`src/rtl/mips_bus_arbiter.sv`:
```
// Two-master bus arbiter for the MIPS CPU memory bus.
// M0 is instruction fetch and M1 is data load/store. One whole transfer is granted at a time,
// with an IDLE arbitration cycle between transfers. A slave that stalls too long forces an abort
// and sets a sticky bus error.
module mips_bus_arbiter #(
  parameter int unsigned FIXED_PRIORITY = 0,
  parameter int unsigned TIMEOUT_CYCLES = 1024
) (
  input  logic        clk,
  input  logic        reset,
  // fetch master
  input  logic [31:0] m0_address,
  input  logic        m0_read,
  input  logic        m0_write,
  input  logic [31:0] m0_writedata,
  input  logic [3:0]  m0_byteenable,
  output logic        m0_waitrequest,
  output logic [31:0] m0_readdata,
  // data master
  input  logic [31:0] m1_address,
  input  logic        m1_read,
  input  logic        m1_write,
  input  logic [31:0] m1_writedata,
  input  logic [3:0]  m1_byteenable,
  output logic        m1_waitrequest,
  output logic [31:0] m1_readdata,
  // slave side
  output logic [31:0] s_address,
  output logic        s_read,
  output logic        s_write,
  output logic [31:0] s_writedata,
  output logic [3:0]  s_byteenable,
  input  logic        s_waitrequest,
  input  logic [31:0] s_readdata,
  // status
  output logic [1:0]  grant,
  output logic        bus_error
);

  localparam int unsigned CntW = $clog2(TIMEOUT_CYCLES);
  localparam logic [CntW-1:0] CntMax = CntW'(TIMEOUT_CYCLES - 1);

  typedef enum logic [1:0] {StIdle, StGrant0, StGrant1} state_e;

  state_e          state_q;
  logic            last_grant_q;  // 1 = M1 owned the most recent grant
  logic [CntW-1:0] cnt_q;
  logic            bus_error_q;

  logic req0, req1, pick_m1, grant_req, timeout_hit;

  assign req0 = m0_read | m0_write;
  assign req1 = m1_read | m1_write;

  // M1 wins when alone, under fixed priority, or when M0 was served last
  assign pick_m1 = req1 && (!req0 || (FIXED_PRIORITY != 0) || !last_grant_q);

  assign grant_req   = (state_q == StGrant0) ? req0 : (state_q == StGrant1) ? req1 : 1'b0;
  assign timeout_hit = grant_req && s_waitrequest && (cnt_q == CntMax);

  assign bus_error = bus_error_q;

  // Arbitration FSM, stall counter and sticky error flag
  always_ff @(posedge clk) begin
    if (reset) begin
      state_q      <= StIdle;
      last_grant_q <= 1'b1;
      cnt_q        <= '0;
      bus_error_q  <= 1'b0;
    end else begin
      unique case (state_q)
        StIdle: begin
          cnt_q <= '0;
          if (pick_m1) begin
            state_q      <= StGrant1;
            last_grant_q <= 1'b1;
          end else if (req0) begin
            state_q      <= StGrant0;
            last_grant_q <= 1'b0;
          end
        end
        StGrant0, StGrant1: begin
          // A dropped request is abandoned silently; completion and abort both return to idle
          if (!grant_req || !s_waitrequest) begin
            state_q <= StIdle;
          end else if (timeout_hit) begin
            state_q     <= StIdle;
            bus_error_q <= 1'b1;
          end else begin
            cnt_q <= cnt_q + CntW'(1);
          end
        end
        default: state_q <= StIdle;
      endcase
    end
  end

  // Route the owner's request to the slave and the slave's response back to the owner
  always_comb begin
    s_address      = '0;
    s_read         = 1'b0;
    s_write        = 1'b0;
    s_writedata    = '0;
    s_byteenable   = '0;
    m0_waitrequest = 1'b1;
    m0_readdata    = '0;
    m1_waitrequest = 1'b1;
    m1_readdata    = '0;
    grant          = 2'b00;
    unique case (state_q)
      StGrant0: begin
        grant          = 2'b01;
        s_address      = m0_address;
        s_read         = m0_read;
        s_write        = m0_write;
        s_writedata    = m0_writedata;
        s_byteenable   = m0_byteenable;
        m0_waitrequest = s_waitrequest;
        m0_readdata    = s_readdata;
        if (timeout_hit) begin
          s_read         = 1'b0;
          s_write        = 1'b0;
          m0_waitrequest = 1'b0;
          m0_readdata    = '0;
        end
      end
      StGrant1: begin
        grant          = 2'b10;
        s_address      = m1_address;
        s_read         = m1_read;
        s_write        = m1_write;
        s_writedata    = m1_writedata;
        s_byteenable   = m1_byteenable;
        m1_waitrequest = s_waitrequest;
        m1_readdata    = s_readdata;
        if (timeout_hit) begin
          s_read         = 1'b0;
          s_write        = 1'b0;
          m1_waitrequest = 1'b0;
          m1_readdata    = '0;
        end
      end
      default: ;
    endcase
  end

endmodule

```
`config.mk`:
```
export PLATFORM = sky130hd
export DESIGN_NAME = mips_bus_arbiter
export DESIGN_NICKNAME = d
export VERILOG_FILES = /design/src/rtl/mips_bus_arbiter.sv
export SDC_FILE = /design/constraint.sdc
export NUM_CORES = 1
export LEC_CHECK = 0
export CAP_MARGIN = 20
export CORE_AREA = 3 3 122 124
export CTS_BUF_LIST = sky130_fd_sc_hd__clkbuf_16
export DETAILED_ROUTE_END_ITERATION = 6
export DIE_AREA = 0 0 125 127
export GPL_TIMING_DRIVEN = 0
export SYNTH_ARGS = -nofsm -noshare
export SYNTH_HDL_FRONTEND = slang
export SYNTH_SLANG_ARGS = --single-unit
```
`constraint.sdc`:
```
create_clock -name clk -period 2.8 [get_ports clk]
set_clock_uncertainty 0.1 [all_clocks]
set_input_delay 0.42 -clock clk [delete_from_list [all_inputs] [get_ports clk]]
set_output_delay 0.42 -clock clk [all_outputs]
set_load 0.005 [all_outputs]
```
---- Word-level counts from Yosys, hierarchy flattened ----
Index checks and enable logic that the tools add are counted.
operators by class
  add/sub/neg operators ................... 1
  equality and inequality tests ........... 7
  bitwise logic cells ..................... 3
  muxes and demuxes ....................... 28
  reductions and logical operators ........ 17
operator list
  cell                                            count
  one-hot mux 32 bit (2 select lines)             2
  two-way mux 32 bit                              3
  two-way mux 10 bit                              2
  one-hot mux 10 bit (2 select lines)             1
  two-way mux 1 bit                               11
  adder 10 x 1 -> 10 bit (second input constant)  1
  == test 10 bit (second input constant)          1
  two-way mux 2 bit                               4
  one-hot mux 2 bit (2 select lines)              2
  one-hot mux 4 bit (2 select lines)              1
  != test 3 bit (second input constant)           2
  AND reduction 3 bit                             2
  zero test 1 bit                                 4
  != test 2 bit (second input constant)           2
  one-hot mux 1 bit (2 select lines)              2
  AND reduction 2 bit                             2
  nonzero test 2 bit                              2
  logical AND 1 bit                               3
  == test 2 x 1 -> 1 bit (second input constant)  1
  == test 2 bit (second input constant)           1
  zero test 2 bit                                 1
  logical OR 1 bit                                2
  OR 1 bit                                        2
  OR reduction 2 bit                              1
  NOT 1 bit                                       1
storage, ports and cells
  input bits .............................. 175
  flip-flop bits (word level) ............. 14
  output and inout port bits .............. 139

---- Logic depth before layout (Yosys ltp) ----
  word-level depth ........................ 8
  mapped depth ............................ 9

---- Worst setup path after synthesis ----
Ideal clock, no wire load.
  path kind ............................... register -> output
  start point ............................. reg cnt_q[0]
  end point ............................... out m1_readdata[23]
  cell stages (with the launch flop) ...... 9
  arrival ................................. 1,764 ps
  slack ................................... 516 ps
  buffers on the path ..................... 3
  cell sequence ........................... dfxtp_1 > ha_1 > nand2_1 > or3_1 > buf_6 > or2_1 > buf_6 > buf_6 > and3_1
between the ends
  word-level cells in the longest chain between the ends .. 4
ends and longest elaborated chain
  element                 line  RTL
  start, declared         47    logic [CntW-1:0] cnt_q;
  start signal, assigned  90    cnt_q <= cnt_q + CntW'(1);
  == test 10 bit          59    assign timeout_hit = grant_req && s_waitrequest && (cnt_q == CntMax);
  logical AND 1 bit       59
  two-way mux 32 bit      136   if (timeout_hit) begin
  two-way mux 32 bit      110   unique case (state_q)
  end, declared           26    output logic [31:0] m1_readdata,
Every way passes these cells.

---- Worst setup path in the final report ----
  start point ............................. in m0_read
  end point ............................... out m0_readdata[19]
between the ends
  word-level cells in the longest chain between the ends .. 6
ends and longest elaborated chain
  element                          line  RTL
  start, declared                  13    input logic m0_read,
  OR 1 bit                         52    assign req0 = m0_read | m0_write;
  two-way mux 1 bit                58    assign grant_req = (state_q == StGrant0) ? req0 : (state_q == StGrant1) ? req1 : 1'b0;
  logical AND 1 bit (2 in series)  59
  two-way mux 32 bit               120   if (timeout_hit) begin
  two-way mux 32 bit               110
  end, declared                    18    output logic [31:0] m0_readdata,
Every way passes these cells.

==> flow_summary_export.csv <==
group,metric,value,unit
run_status,outcome,"finished, final reports clean",
logic_synthesis,synth.top_cell.area_share,23.8,%
place,placed_cells,840,
logic_synthesis,yosysWarnings,0,
logic_synthesis,synth_top_cells_by_area,"a22oi_1 24%, nor2_1 13%, dfxtp_1 13%, and2_1 9.0%, and3_1 9.0%",
pwr,p_total,1.80,mW
critical_path,path_delay_family,"buffers and inverters",
critical_path,critPathMaxFanout,10,
logic_synthesis,synth.distinct_cells,39,
timing,finalCritPeriodShare,98.1,%
logic_synthesis,ys_seq_area_share,12.7,%
timing,tightest_slew,0.525,ns
critical_path,cpMaxStageDelayCell,"clkdlybuf4s50_1",
floorplan,fp.dieH,127,um
logic_synthesis,synth-seq-cells,14,
critical_path,crit_type,"input port to output pin",
logic_synthesis,netlist_area,2210,um2
cells_and_area,final_core_util,41.9,%
timing,holdWs,0.376,ns
critical_path,max_stage_delay,0.51,ns
global_routing,grt_max_degree,11,
cells_and_area,syn2layout_area_growth,163,%
cells_and_area,diodes,0,
worst_hold_path,worstHoldPathType,"flip-flop to flip-flop",
timing,fmax,364,MHz
global_routing,grt_pass1_wl,24200,um
clock_tree,clock_sinks,14,
critical_path,path_buf_inv,3,
global_routing,grt_antenna_before_repair,0,
pwr,ir_drop,0.165,mV
routing,drc_errors,0,
logic_synthesis,synthFlopType,"dfxtp_1",
clock_tree,cts_tree,"done",
place,pre_cts_ws,-0.665,ns
logic_synthesis,synth_nets,527,
global_routing,grt-ovfl-total,0,
critical_path,worstPathRequired,2.28,ns
clock_tree,clockRootBuffer,"clkbuf_16",
floorplan,num_rows,43,
flow_run,maxCapViolCount,0,
clock_tree,insertion_delay,0.25,ns
routing,route.final.wire_length,16800,um
timing,period_needed,2.75,ns
floorplan,initial_core_util,15.9,%
logic_synthesis,async_reset_ff_share,0,%
timing,setup_violations,0,
cells_and_area,layout.nets,858,
floorplan,core_area,13900,um2
logic_synthesis,synth_edf_count,0,
place,gp_congestion,0.932,
clock_tree,ctsHtreeMaxLevel,1,
logic_synthesis,avgSynthCellArea,6.37,um2
routing,detailroute.via_count,4100,
place,port_buffers,313,
routing,dr.pass1.iters,5,
clock_tree,clkSlewWorstSetupHoldPaths,0.05,ns
global_routing,track_usage,19.1,%
cells_and_area,drive_above_1_share,14.2,%
global_routing,grt_pass1_vias,4119,
clock_tree,cts_buffers,3,
pwr,powerDensity,310,nW/um2
timing,drv_slew,0,
cells_and_area,fin_cells,857,
floorplan,floorplan.die.width,125,um
routing,first_iter_violations,155,
place,dp.final_hpwl,13900,um
clock_tree,clock_path_buffers,2,
logic_synthesis,yosysTopAreaCell,"a22oi_1",
clock_tree,postCtsHoldBufs,0,
logic_synthesis,netlist_instances,347,
timing,fin_ws,0.0532,ns
floorplan,die_area,15900,um2
critical_path,cp.arrival,2.23,ns
pwr,p_leak,2.31,nW
timing,max_slew_margin,65.0,%
timing,finalHoldViolCount,0,
routing,final_antenna_net_count,0,
critical_path,start_kind,"input port",
floorplan,ios,314,
timing,rsz0062_at_grt,"yes",
routing,via_per_inst,4.78,
critical_path,cp_cell_sequence,"dlygate4sd2_1 -> or2_2 -> a31oi_4 -> clkbuf_4 -> and2_1 -> clkdlybuf4s50_1",
critical_path,end_kind,"output pin",
routing,wl_per_cell,19.6,um
-- cell usage in the layout, fill, tap and decap left out, types with 5 or more instances in the layout --
| cell | count |
|---|---|
| a21oi_1 | 9 |
| clkdlybuf4s50_1 | 264 |
| nand2_1 | 13 |
| dfxtp_2 | 5 |
| buf_2 | 11 |
| buf_6 | 5 |
| clkbuf_2 | 21 |
| nor2_1 | 77 |
| dlygate4sd2_1 | 27 |
| buf_4 | 18 |
| a22oi_1 | 70 |
| clkbuf_1 | 5 |
| and2_1 | 32 |
| nand3_1 | 6 |
| and3_1 | 30 |
| clkbuf_4 | 8 |
| dfxtp_1 | 5 |
-- cell type report --
class                   instances  area, um2
clock buffers                   3       75.1
plain buffers                  34        238
repair buffers                328       3110
multi-input cells             292       1840
inverters                       5       21.3
fillers                      1446       8070
clock inverters                 1       3.75
well taps                     180        225
flip-flops and latches         14        302
-- worst min-delay path: stages, from the launching register on --
cell	delay, ns
dfxtp_1	0.32
nor2_1	0.05
nor2_1	0.07
-- registers in the layout, summed over array words and instances (netlist names) --
signal / flops
last_grant_q: 1
cnt_q: 10
bus_error: 1
state_q: 2
-- where the power goes --
group	internal [mW]	switching, mW	total, mW
sequential	0.207	0.00999	0.217
combinational	0.715	0.594	1.31
clock	0.189	0.0872	0.277
-- logic make-up (layout without fill, tap and decap cells) --
logic type               count (synthesis)  after routing  synth area share [%]
AND/OR/NAND/NOR                        183            183                  41.1
AO/OA/AOI/OAI                          103            103                  34.3
buffers and inverters                   41            371                  8.65
flip-flops                              14             14                  12.7
adder cells (fa/ha/maj)                  5              5                  2.83
multiplexers                             1              1                 0.453
-- through the flow --
step	setup TNS, ns	cell area, um2
finish	0	5810
global route	-0.0396	5810
CTS	-0.336	5830
detailed placement	-47.02	5570
global placement	-44.18	5570
floorplan	0	2210
-- cell usage after synthesis, types with 2 or more instances --
| cell | number |
|---|---|
| a21oi_1 | 9 |
| a22oi_1 | 70 |
| a311oi_1 | 4 |
| a31oi_1 | 3 |
| a41oi_1 | 3 |
| and2_1 | 32 |
| and3_1 | 32 |
| buf_1 | 6 |
| buf_6 | 5 |
| clkbuf_1 | 25 |
| dfxtp_1 | 14 |
| ha_1 | 5 |
| inv_1 | 4 |
| nand2_1 | 14 |
| nand2b_1 | 3 |
| nand3_1 | 6 |
| nand4_1 | 3 |
| nor2_1 | 79 |
| nor3_1 | 4 |
| o21ai_0 | 4 |
| or2_2 | 2 |
| or3_1 | 2 |
| or4_1 | 2 |
-- path summary, 6_finish.rpt --
kind	startpoint	end	slack (ns)	cells past startpoint
worst min-delay path	bus_error	bus_error	0.38	2
worst max register to register	state_q[1]	cnt_q[7]	0.52	8
worst max-delay path	m0_read	m0_readdata[19]	0.05	6
worst min register to register	bus_error	bus_error	0.38	2
-- repair_timing --
action,in CTS,in global routing
buffers inserted,12,3
setup endpoints to repair,136,79
pin swaps,6,4
resized for setup,155,29
-- routing by layer --
metal	track usage (%)	vias to the layer above	wire [um]	share of wire (%)
li1	-	1941	-	-
met1	21.9	1878	6370	38
met4	4.02	0	314	1.9
met2	33.6	259	8250	49
met3	7.86	22	1870	11
met5	0	-	0	0
(Power assumes the default switching activity.)
